File: config.mk
export PLATFORM = sky130hd
export DESIGN_NAME = qspi_target
export DESIGN_NICKNAME = d
export VERILOG_FILES = /design/src/rtl/qspi_target.sv
export SDC_FILE = /design/constraint.sdc
export NUM_CORES = 1
export LEC_CHECK = 0
export BUFFER_PORTS_ARGS = -buffer_cell sky130_fd_sc_hd__buf_2
export CAP_MARGIN = 20
export CORE_MARGIN = 2
export CORE_UTILIZATION = 55
export CTS_CLUSTER_SIZE = 25
export DETAILED_ROUTE_END_ITERATION = 12
export GPL_TIMING_DRIVEN = 0
export PLACE_DENSITY = 0.79
export SETUP_SLACK_MARGIN = 0.4
export SLEW_MARGIN = 20
export SYNTH_ARGS = -nofsm -noshare
export SYNTH_HDL_FRONTEND = slang
export SYNTH_SLANG_ARGS = --single-unit
File: constraint.sdc
create_clock -name aclk -period 2.8 [get_ports aclk]
set_clock_uncertainty 0.15 [all_clocks]
set_input_delay 0.14 -clock aclk [delete_from_list [all_inputs] [get_ports aclk]]
set_output_delay 0.14 -clock aclk [all_outputs]
set_load 0.02 [all_outputs]
File: src/rtl/qspi_target.sv
// Quad-SPI memory target: turns 0xEB (read) and 0x32 (write) serial commands into
// word-wide local memory strobes. The SPI pins are oversampled on aclk, so every
// serial event is handled as a single-cycle edge pulse.
module qspi_target #(
    parameter int unsigned AW           = 10,
    parameter int unsigned DW           = 32,
    parameter int unsigned SPI_W        = 4,
    parameter int unsigned DUMMY_CYCLES = 4
) (
    input  logic             aclk,
    input  logic             areset,
    input  logic             SCK,
    input  logic             CSn,
    input  logic [SPI_W-1:0] MOSI,
    output logic [SPI_W-1:0] MISO,
    output logic             miso_oe,
    output logic [AW-1:0]    mem_addr,
    output logic             mem_rd,
    input  logic [DW-1:0]    mem_rdata,
    output logic             mem_wr,
    output logic [DW-1:0]    mem_wdata,
    output logic             busy
);

    localparam int unsigned CW         = 8;
    localparam int unsigned CMD_EDGES  = 8 / SPI_W;
    localparam int unsigned ADDR_EDGES = 24 / SPI_W;
    localparam int unsigned NIB        = DW / SPI_W;

    typedef enum logic [2:0] {
        StIdle, StCmd, StAddr, StDummy, StRData, StWData, StIgnore
    } state_e;

    state_e             r_state;
    logic               r_sck_s1, r_sck_s2, r_sck_d;
    logic               r_csn_s1, r_csn_s2, r_csn_d;
    logic [SPI_W-1:0]   r_mosi_s1, r_mosi_s2;
    logic [CW-1:0]      r_cnt, r_ocnt;
    logic [23-SPI_W:0]  r_shift;
    logic [DW-SPI_W-1:0] r_wshift;
    logic [DW-1:0]      r_rshift, r_hold, r_mem_wdata;
    logic               r_is_read, r_rd_d, r_inc_pend;
    logic [SPI_W-1:0]   r_miso;
    logic               r_miso_oe, r_mem_rd, r_mem_wr;
    logic [AW-1:0]      r_mem_addr;

    logic               w_sck_rise, w_sck_fall, w_csn_fall;
    logic [23:0]        w_shift_nx;
    logic [DW-1:0]      w_wshift_nx;
    logic               w_unused;

    assign w_sck_rise  = r_sck_s2 & ~r_sck_d;
    assign w_sck_fall  = ~r_sck_s2 & r_sck_d;
    // Sync regs clear to 0, so a CSn already low when reset releases gives no edge.
    assign w_csn_fall  = ~r_csn_s2 & r_csn_d;
    assign w_shift_nx  = {r_shift, r_mosi_s2};
    assign w_wshift_nx = {r_wshift, r_mosi_s2};
    assign w_unused    = ^{w_shift_nx[23:AW+2], w_shift_nx[1:0]};

    assign MISO      = r_miso;
    assign miso_oe   = r_miso_oe;
    assign mem_addr  = r_mem_addr;
    assign mem_rd    = r_mem_rd;
    assign mem_wr    = r_mem_wr;
    assign mem_wdata = r_mem_wdata;
    assign busy      = (r_state != StIdle);

    // Two-flop synchronizers plus one delay stage for edge detection.
    always_ff @(posedge aclk) begin
        if (areset) begin
            r_sck_s1  <= 1'b0;
            r_sck_s2  <= 1'b0;
            r_sck_d   <= 1'b0;
            r_csn_s1  <= 1'b0;
            r_csn_s2  <= 1'b0;
            r_csn_d   <= 1'b0;
            r_mosi_s1 <= '0;
            r_mosi_s2 <= '0;
        end else begin
            r_sck_s1  <= SCK;
            r_sck_s2  <= r_sck_s1;
            r_sck_d   <= r_sck_s2;
            r_csn_s1  <= CSn;
            r_csn_s2  <= r_csn_s1;
            r_csn_d   <= r_csn_s2;
            r_mosi_s1 <= MOSI;
            r_mosi_s2 <= r_mosi_s1;
        end
    end

    // Protocol FSM with registered outputs, read prefetch and write assembly.
    always_ff @(posedge aclk) begin
        if (areset) begin
            r_state     <= StIdle;
            r_cnt       <= '0;
            r_ocnt      <= '0;
            r_shift     <= '0;
            r_wshift    <= '0;
            r_rshift    <= '0;
            r_hold      <= '0;
            r_is_read   <= 1'b0;
            r_rd_d      <= 1'b0;
            r_inc_pend  <= 1'b0;
            r_miso      <= '0;
            r_miso_oe   <= 1'b0;
            r_mem_rd    <= 1'b0;
            r_mem_wr    <= 1'b0;
            r_mem_addr  <= '0;
            r_mem_wdata <= '0;
        end else begin
            r_mem_rd <= 1'b0;
            r_mem_wr <= 1'b0;
            r_rd_d   <= r_mem_rd;
            if (r_rd_d) begin
                r_hold <= mem_rdata;
            end
            // Write address advances the cycle after the mem_wr strobe.
            if (r_inc_pend) begin
                r_mem_addr <= r_mem_addr + AW'(1);
                r_inc_pend <= 1'b0;
            end
            if (r_csn_s2) begin
                // Deselected: abort whatever is in flight, partial words are dropped.
                r_state   <= StIdle;
                r_miso    <= '0;
                r_miso_oe <= 1'b0;
                r_cnt     <= '0;
                r_ocnt    <= '0;
            end else begin
                unique case (r_state)
                    StIdle: begin
                        if (w_csn_fall) begin
                            r_state <= StCmd;
                            r_cnt   <= '0;
                            r_shift <= '0;
                        end
                    end
                    StCmd: begin
                        if (w_sck_rise) begin
                            r_shift <= w_shift_nx[23-SPI_W:0];
                            if (r_cnt == CW'(CMD_EDGES - 1)) begin
                                r_cnt <= '0;
                                if (w_shift_nx[7:0] == 8'hEB) begin
                                    r_is_read <= 1'b1;
                                    r_state   <= StAddr;
                                end else if (w_shift_nx[7:0] == 8'h32) begin
                                    r_is_read <= 1'b0;
                                    r_state   <= StAddr;
                                end else begin
                                    r_state <= StIgnore;
                                end
                            end else begin
                                r_cnt <= r_cnt + CW'(1);
                            end
                        end
                    end
                    StAddr: begin
                        if (w_sck_rise) begin
                            r_shift <= w_shift_nx[23-SPI_W:0];
                            if (r_cnt == CW'(ADDR_EDGES - 1)) begin
                                r_cnt      <= '0;
                                r_ocnt     <= '0;
                                r_mem_addr <= w_shift_nx[AW+1:2];
                                if (r_is_read) begin
                                    r_mem_rd <= 1'b1;
                                    if (DUMMY_CYCLES == 0) begin
                                        r_state   <= StRData;
                                        r_miso_oe <= 1'b1;
                                    end else begin
                                        r_state <= StDummy;
                                    end
                                end else begin
                                    r_state <= StWData;
                                end
                            end else begin
                                r_cnt <= r_cnt + CW'(1);
                            end
                        end
                    end
                    StDummy: begin
                        if (w_sck_rise) begin
                            if (r_cnt == CW'(DUMMY_CYCLES - 1)) begin
                                r_cnt     <= '0;
                                r_state   <= StRData;
                                r_miso_oe <= 1'b1;
                            end else begin
                                r_cnt <= r_cnt + CW'(1);
                            end
                        end
                    end
                    StRData: begin
                        r_miso_oe <= 1'b1;
                        // Word boundary on the output side pulls from the holding register.
                        if (w_sck_fall) begin
                            if (r_ocnt == '0) begin
                                r_miso   <= r_hold[DW-1 -: SPI_W];
                                r_rshift <= r_hold << SPI_W;
                            end else begin
                                r_miso   <= r_rshift[DW-1 -: SPI_W];
                                r_rshift <= r_rshift << SPI_W;
                            end
                            r_ocnt <= (r_ocnt == CW'(NIB - 1)) ? '0 : r_ocnt + CW'(1);
                        end
                        // Last nibble sampled by the initiator: prefetch the next word.
                        if (w_sck_rise) begin
                            if (r_cnt == CW'(NIB - 1)) begin
                                r_cnt      <= '0;
                                r_mem_addr <= r_mem_addr + AW'(1);
                                r_mem_rd   <= 1'b1;
                            end else begin
                                r_cnt <= r_cnt + CW'(1);
                            end
                        end
                    end
                    StWData: begin
                        if (w_sck_rise) begin
                            r_wshift <= w_wshift_nx[DW-SPI_W-1:0];
                            if (r_cnt == CW'(NIB - 1)) begin
                                r_cnt       <= '0;
                                r_mem_wdata <= w_wshift_nx;
                                r_mem_wr    <= 1'b1;
                                r_inc_pend  <= 1'b1;
                            end else begin
                                r_cnt <= r_cnt + CW'(1);
                            end
                        end
                    end
                    StIgnore: begin
                        r_miso_oe <= 1'b0;
                    end
                    default: begin
                        r_state <= StIdle;
                    end
                endcase
            end
        end
    end

endmodule

# Word level (Yosys, flattened, before mapping)
# Index checks and enable logic that the tools add are counted.
dict set report op_classes {
  n_addsub 3
  eq_ne 23
  n_mux 49
  bitwise_logic 8
  reduce_logical 23
}
# cell n
set ops {}
lappend ops {{$mux 8} 15}
lappend ops {{$mux 10} 6}
lappend ops {{$pmux 8 s5} 1}
lappend ops {{$mux 32} 1}
lappend ops {{$pmux 8 s2} 2}
lappend ops {{$mux 3} 10}
lappend ops {{$eq 8x3->1 const B} 3}
lappend ops {{$pmux 10 s2} 1}
lappend ops {{$add 8x1->8 const B} 2}
lappend ops {{$ne 2x2->1 const B} 8}
lappend ops {{$pmux 3 s5} 1}
lappend ops {{$reduce_and 4->1} 3}
lappend ops {{$add 10x1->10 const B} 1}
lappend ops {{$eq 3x3->1 const B} 3}
lappend ops {{$mux 1} 9}
lappend ops {{$reduce_and 3->1} 3}
lappend ops {{$eq 8x1->1 const B} 1}
lappend ops {{$eq 8x2->1 const B} 1}
lappend ops {{$eq 8x6->1 const B} 1}
lappend ops {{$eq 8x8->1 const B} 1}
lappend ops {{$logic_not 8->1} 1}
lappend ops {{$reduce_and 8->1} 1}
lappend ops {{$eq 3x2->1 const B} 2}
lappend ops {{$reduce_and 6->1} 1}
lappend ops {{15 further kinds} 28}
dict set report totals {
  out_inout_bits 50
  regBits 184
  word_cells 129
}

# Depth between registers and ports, before layout
# Gate-level depths: netlist of the first run.
dict set report logic_depth {
  word_depth 6
  mapped_depth 8
}

# Worst setup path before layout of the first run
# No wires, ideal clock.
dict set report synth_path {
  path_type {register to register}
  from {reg r_state[0]}
  to {reg r_rshift[4]}
  setup_ns 0.128
  arrival_time_ns 1.755
  stages_incl_launch_ff 8
  slack_ns 0.767
  n_path_buf 2
  cell_sequence {dfxtp_1 -> buf_2 -> or3b_1 -> buf_2 -> nor3b_2 -> nand2_1 -> a22oi_1 -> nor2_1}
}
dict set report synth_via {
  elab_chain_len 2
}
# item line_no
set synth_lines {}
lappend synth_lines {{start, declared} 34} ;# state_e r_state;
lappend synth_lines {{start signal, assigned} 94} ;# r_state <= StIdle;
lappend synth_lines {{start signal, assigned} 124} ;# r_state <= StIdle;
lappend synth_lines {{start signal, assigned} 133} ;# r_state <= StCmd;
lappend synth_lines {{$eq 3x3->1} 130} ;# unique case (r_state)
lappend synth_lines {{$reduce_and 3->1 (no source line)} n/a}
lappend synth_lines {{end signal, assigned} 197} ;# r_rshift <= r_hold << SPI_W;
lappend synth_lines {{end signal, assigned} 200} ;# r_rshift <= r_rshift << SPI_W;
lappend synth_lines {{end, declared} 41} ;# logic [DW-1:0] r_rshift, r_hold, r_mem_wdata;
# Every way passes these cells.
# A chain may end at the register's enable or synchronous reset.

# Final worst setup path of the first run
dict set report layout_path {
  from {reg r_cnt[3]}
  to {reg r_ocnt[2]}
}
dict set report layout_via {
  elab_chain_len 3
}
# item line_no
set layout_lines {}
lappend layout_lines {{start, declared} 38} ;# logic [CW-1:0] r_cnt, r_ocnt;
lappend layout_lines {{start signal, assigned} 153} ;# r_cnt <= r_cnt + CW'(1);
lappend layout_lines {{start signal, assigned} 176} ;# r_cnt <= r_cnt + CW'(1);
lappend layout_lines {{start signal, assigned} 187} ;# r_cnt <= r_cnt + CW'(1);
lappend layout_lines {{$eq 8x3->1} 160} ;# if (r_cnt == CW'(ADDR_EDGES - 1)) begin
lappend layout_lines {{$ne 2x2->1 (no source line)} n/a}
lappend layout_lines {{$reduce_and 4->1 (no source line)} n/a}
lappend layout_lines {{end signal, assigned} 202} ;# r_ocnt <= (r_ocnt == CW'(NIB - 1)) ? '0 : r_ocnt + CW'(1);
lappend layout_lines {{end, declared} 38}
# Every way passes these cells.

==> flow_metrics.env, run 1 <==
export IMPL_status="complete, no violations"
export IMPL_power_frac_comb=0.051
export IMPL_synth_main_ff_cell="dfxtp_1"
export IMPL_synth_top_area_share=0.478
export IMPL_synth_top_cells_by_count="dfxtp_1, nand2_1, nor2_1"
export IMPL_cts_tree="yes"
export IMPL_hpwl_mm=12.5
export IMPL_holdWs_ns=0.0662
export IMPL_hold_viol_final=0
export IMPL_ir_drop_uv=534
export IMPL_synth_cell_types=61
export IMPL_cp_start_kind="flip-flop"
export IMPL_start_util=0.566
export IMPL_use_met3=0.0714
export IMPL_drv_slew=0
export IMPL_place_area_sq_um=8200
export IMPL_synth_edf_count=0
export IMPL_cap_violations=0
export IMPL_core_region_area_sq_um=13300
export IMPL_synth_seq_area_share=0.478
export IMPL_power_density_nw_per_um2=575
export IMPL_pwr_share_seq=0.485
export IMPL_finalSetupViolCount=0
export IMPL_nets=1056
export IMPL_synth_area_leaders="dfxtp_1, mux2i_1, nand2_1, a21oi_1, nor2_1"
export IMPL_area_delta_synth_final_pct=23.2
export IMPL_drive_gt1_frac=0.164
export IMPL_htree_levels=4
export IMPL_p_sw_frac=0.220
export IMPL_diodes=0
export IMPL_grt_pass1_vias=6283
export IMPL_cp_common_cell="a21oi_1"
export IMPL_die_y_um=121
export IMPL_clock_latency_ns=0.43
export IMPL_final_cell_area_sq_um=9280
export IMPL_cts_sinks=180
export IMPL_path_cells="or4_1 -> buf_2 -> nor3_2 -> a21oi_1 -> o21ai_0 -> a21oi_1"
export IMPL_slowest_stage="or4_1"
export IMPL_grt_use_total=0.257
export IMPL_power_internal_mw=4.16
export IMPL_yosys_warnings=0
export IMPL_row_count=42
export IMPL_dieArea_sq_um=14600
export IMPL_syn_area_sq_um=7530
export IMPL_p_leak_nw=3.57
export IMPL_busiest_layer="met2"
export IMPL_ant_nets=0
export IMPL_endpoint_kind="flip-flop"
export IMPL_p_switching_mw=1.17
export IMPL_yosysMostFrequentCell="dfxtp_1"
export IMPL_root_buffer="clkbuf_16"
export IMPL_syn_avg_cell_area_sq_um=8.73
export IMPL_clockPowerShare=0.464
export IMPL_met2_usage=0.435
export IMPL_die_w_um=121
export IMPL_grt_max_degree=17
export IMPL_drtIter0Drc=505
export IMPL_cts_buffers=17
export IMPL_met1_usage=0.316
export IMPL_required_ns=2.95
export IMPL_cts_buffer_depth=2
export IMPL_hp_class="in -> reg"
export IMPL_synth_fp_nets=908
export IMPL_fmax_mhz=419
export IMPL_tns_ns=0
export IMPL_drc=0
export IMPL_io_pins=90
export IMPL_grt_pass1_wl_mm=30.0
export IMPL_async_reset_ff_frac=0
export IMPL_path_max_fanout=6
export IMPL_tightest_slew_ns=0.756
export IMPL_power_mw=5.34
export IMPL_rsz0062_at_grt="yes"
export IMPL_clkTransAtPathRegs_ns=0.06
export IMPL_via_per_inst=5.59
export IMPL_yosys_register_bits=180
export IMPL_cpPeakStageDelay_ns=0.51
export IMPL_fin_crit_sh=0.852
export IMPL_wl_per_cell_um=15.5
export IMPL_firstDrtPassIters=5
export IMPL_routed_wl_mm=18.6
export IMPL_portBuffers=89
export IMPL_crit_arrival_ns=2.53
export IMPL_yosysTopAreaCell="dfxtp_1"
export IMPL_critical_path_class="reg -> reg"
export IMPL_gp_congestion=0.979
export IMPL_max_slew_margin_rel=0.496
export IMPL_antenna_found_initial=0
export IMPL_syn_inst=863
export IMPL_grt_ovfl_total=0
export IMPL_vias=6708
export IMPL_finalCriticalPeriod_ns=2.39
[worst paths after layout]
path	from	end	slack, ns	cells after the start
worst max register to register	r_cnt[3]$_SDFFE_PP0P_	r_ocnt[2]$_SDFFE_PP0P_	0.41	6
worst min register to register	r_mosi_s1[1]$_SDFF_PP0_	r_mosi_s2[1]$_SDFF_PP0_	0.29	1
worst min-delay path	areset	r_state[2]$_SDFFE_PP0P_	0.07	3
worst max-delay path	r_cnt[3]$_SDFFE_PP0P_	r_ocnt[2]$_SDFFE_PP0P_	0.41	6
[stage by stage]
| stage | util | instances | setup slack (ns) |
|---|---|---|---|
| after CTS | 0.693 | 1198 | 0.400 |
| after global placement | 0.617 | 1128 | 0.0512 |
| after detailed placement | 0.617 | 1128 | 0.0681 |
| after floorplan | - | 863 | 0.767 |
| after global routing | 0.698 | 1199 | 0.288 |
| final | 0.698 | 1199 | 0.414 |
[critical path, delay by kind of cell, from the launching register on]
family	cells	cell delay (ns)
AO/OA/AOI/OAI	3	0.61
flip-flops	1	0.36
AND/OR/NAND/NOR	2	0.93
buffers and inverters	1	0.20
[layer usage]
layer  wire [um]  vias to the layer above
met5           0                        -
met4         312                        0
met3        1050                       27
met2        9080                      194
met1        8110                     3194
li1            -                     3293
[power groups by stage]
stage	clock network [mW]	logic [mW]	registers (mW)
floorplan	0	0.141	2.64
global placement	0	0.219	2.64
detailed placement	0	0.218	2.64
CTS	2.49	0.260	2.59
global route	2.59	0.293	2.59
finish	2.48	0.271	2.59
[what timing repair did]
item,in CTS,in global routing
endpoints found under the setup margin,58,64
setup buffers,1,1
gates resized for setup,5,15
pin swaps,1,2
hold endpoints to repair,38,0
hold buffers,38,0
[sequential cells by signal, indices dropped and copies added, names as in the netlist]
signal and flops:
MISO 4, mem_addr 10, mem_rd 1, mem_wdata 32, mem_wr 1, miso_oe 1
r_cnt 8, r_csn_d 1, r_csn_s1 1, r_csn_s2 1, r_hold 32, r_is_read 1
r_mosi_s1 4, r_mosi_s2 4, r_ocnt 8, r_rd_d 1, r_rshift 28, r_sck_d 1
r_sck_s1 1, r_sck_s2 1, r_shift 8, r_state 3, r_wshift 28
[kinds of logic (layout without fill, tap and decap cells)]
logic type               Yosys count  count (layout)  share of synthesized area
buffers and inverters             67             227                     0.0372
AND/OR/NAND/NOR                  349             349                      0.213
multiplexers                      68              68                     0.0905
AO/OA/AOI/OAI                    173             173                      0.148
flip-flops                       180             180                      0.478
adder cells (fa/ha/maj)            5               5                    0.00831
XOR/XNOR                          21              21                     0.0244
[area by class of cell]
class / count / area, sq um
well taps: 176 / 220
multi-input cells: 616 / 3710
clock inverters: 11 / 148
flip-flops and latches: 180 / 3600
clock buffers: 20 / 467
plain buffers: 58 / 256
fillers: 1039 / 4020
repair buffers: 129 / 841
inverters: 9 / 33.8
[layout by cell type (no fill, tap or decap), types with 7 or more instances in the layout]
master / instances
dlygate4sd3_1: 38
clkbuf_16: 17
xnor2_1: 7
mux2i_1: 67
dfxtp_1: 180
o21ai_0: 14
nand2b_1: 11
buf_2: 105
o22ai_1: 7
nand4_1: 7
inv_1: 9
a22oi_1: 13
and3_1: 10
a21oi_1: 79
a211oi_1: 30
clkbuf_1: 25
nor2b_1: 20
xor2_1: 14
buf_1: 8
nor2_1: 98
nand2_1: 145
nand3_1: 17
No activity file was read; power rests on OpenSTA's default activity.
==> inputs of run 2 (changes only) <==
--- a/config.mk
+++ b/config.mk
@@ -8,11 +8,11 @@
 export BUFFER_PORTS_ARGS = -buffer_cell sky130_fd_sc_hd__buf_2
 export CAP_MARGIN = 20
 export CORE_MARGIN = 2
-export CORE_UTILIZATION = 55
+export CORE_UTILIZATION = 58
 export CTS_CLUSTER_SIZE = 25
 export DETAILED_ROUTE_END_ITERATION = 12
 export GPL_TIMING_DRIVEN = 0
-export PLACE_DENSITY = 0.79
+export PLACE_DENSITY = 0.82
 export SETUP_SLACK_MARGIN = 0.4
 export SLEW_MARGIN = 20
 export SYNTH_ARGS = -nofsm -noshare
==> run 2 against run 1 <==
Cell count is 0.17% lower. Utilization is 3.9 points higher. Flip-flop and latch count stayed put. Total power is 3.1% higher. Via count is 0.10% lower. Clock power is 6% higher. Combinational power is 1% higher.
==> flow_metrics.env, run 2 (synthesized netlist as in run 1, its figures left out) <==
export IMPL_cts_tree="yes"
export IMPL_grt_pass1_wl_mm=31.7
export IMPL_critPathTopFamily="buffers and inverters"
export IMPL_fin_crit_sh=0.847
export IMPL_hpwl_mm=12.3
export IMPL_holdWs_ns=0.0817
export IMPL_path_cells="buf_2 -> or3b_1 -> buf_2 -> nor4b_2 -> buf_2 -> buf_2 -> a211oi_1"
export IMPL_antenna_found_initial=1
export IMPL_power_density_nw_per_um2=589
export IMPL_cp_common_cell="buf_2"
export IMPL_reg2reg_depth=7
export IMPL_ant_nets=0
export IMPL_endpoint_kind="flip-flop"
export IMPL_place_inst=1124
export IMPL_cts_sinks=180
export IMPL_row_count=41
export IMPL_grt_pass1_vias=6437
export IMPL_io_pins=90
export IMPL_grt_ovfl_total=0
export IMPL_reg2reg_slack_ns=0.43
export IMPL_nets=1059
export IMPL_ir_drop_uv=443
export IMPL_final_common_cell="dfxtp_1"
export IMPL_crit_cells=7
export IMPL_die_w_um=118
export IMPL_endpoint="r_rshift[28]$_SDFFE_PP0P_"
export IMPL_clkTransAtPathRegs_ns=0.06
export IMPL_path_max_fanout=10
export IMPL_regToRegStartpoint="r_state[0]$_SDFFE_PP0P_"
export IMPL_cap_violations=0
export IMPL_finalSetupViolCount=0
export IMPL_layout_common_cells="dfxtp_1, nand2_1, buf_2, nor2_1, a21oi_1"
export IMPL_fmax_mhz=422
export IMPL_hp_class="in -> reg"
export IMPL_grt_max_degree=17
export IMPL_vias=6701
export IMPL_rsz0062_at_grt="yes"
export IMPL_required_ns=2.95
export IMPL_tightest_slew_ns=0.753
export IMPL_cpPeakStageDelay_ns=0.39
export IMPL_p_leak_nw=3.59
export IMPL_grt_use_total=0.282
export IMPL_wl_per_cell_um=16.2
export IMPL_firstDrtPassIters=5
export IMPL_core_region_area_sq_um=12700
export IMPL_finalCriticalPeriod_ns=2.37
export IMPL_gp_congestion=0.966
export IMPL_hold_viol_final=0
export IMPL_die_y_um=118
export IMPL_stdcell_count=1197
export IMPL_area_delta_synth_final_pct=24.0
export IMPL_dieArea_sq_um=13900
export IMPL_critical_path_class="reg -> reg"
export IMPL_drtIter0Drc=459
export IMPL_drv_slew=0
export IMPL_crit_arrival_ns=2.52
export IMPL_tns_ns=0
export IMPL_slowest_stage="nor4b_2"
export IMPL_cts_buffers=17
export IMPL_portBuffers=89
export IMPL_status="complete, no violations"
export IMPL_htree_levels=4
export IMPL_critPathLaunch="r_state[0]$_SDFFE_PP0P_"
export IMPL_routed_wl_mm=19.4
export IMPL_cts_buffer_depth=2
export IMPL_diodes=0
export IMPL_drc=0
export IMPL_clock_latency_ns=0.43
export IMPL_cp_start_kind="flip-flop"
export IMPL_start_util=0.594
export IMPL_via_per_inst=5.60
export IMPL_root_buffer="clkbuf_16"
export IMPL_drive_gt1_frac=0.169
export IMPL_max_slew_margin_rel=0.494
export IMPL_regToRegEndpoint="r_rshift[28]$_SDFFE_PP0P_"
export IMPL_cp_buffers_inverters=4
run 2: worst min-delay path by stage:
stage	cells after the start	to	startpoint	slack, ns
after floorplan	1	r_csn_s1$_SDFF_PP0_	CSn	0.12
after global placement	2	r_sck_s1$_SDFF_PP0_	SCK	0.20
after detailed placement	2	r_sck_s1$_SDFF_PP0_	SCK	0.21
after CTS	3	r_state[2]$_SDFFE_PP0P_	areset	0.06
after global routing	3	r_state[2]$_SDFFE_PP0P_	areset	0.08
final	3	r_state[2]$_SDFFE_PP0P_	areset	0.08
run 2: worst min-delay path, delay by kind of cell:
kind	cells	cell delay, ns
AND/OR/NAND/NOR	1	0.17
AO/OA/AOI/OAI	1	0.14
buffers and inverters	1	0.17
run 2: final cells by class:
type                            count  area (sq um)
Multi-Input combinational cell    616          3700
Sequential cell                   180          3600
Fill cell                         938          3340
Timing Repair Buffer              132           863
Clock buffer                       22           484
Buffer                             58           259
Tap cell                          172           215
Clock inverter                      8           173
Inverter                            9          37.5
run 2: layer usage:
layer  routed length [um]  share of wire  global-route usage
met1                 8380           0.43               0.344
met2                 9600           0.50               0.492
met3                  994          0.051              0.0649
met4                  397          0.020              0.0904
met5                    0              0                   0
run 2: what timing repair did:
action | 4_1_cts | 5_1_grt
buffers inserted | 1 | 4
hold buffers | 38 | 0
endpoints found under the setup margin | 53 | 83
resized for setup | 6 | 20
hold endpoints to repair | 38 | 0
pin swaps | 1 | 0
run 2: where the power goes:
part	internal (mW)	switching [mW]	total, mW	leakage, nW
logic	0.116	0.158	0.275	1.83
clock network	1.67	0.968	2.64	0.311
registers	2.58	0.0139	2.59	1.45
total	4.36	1.14	5.50	3.59
run 2: stage by stage:
step / utilization / power [mW] / cell area [sq um] / worst slack, ns
floorplan: - / 2.78 / 7530 / 0.767
finish: 0.737 / 5.50 / 9340 / 0.428
detailed placement: 0.646 / 2.86 / 8190 / 0.0598
global route: 0.737 / 5.65 / 9340 / 0.275
global placement: 0.646 / 2.86 / 8190 / 0.0130
CTS: 0.731 / 5.51 / 9270 / 0.434
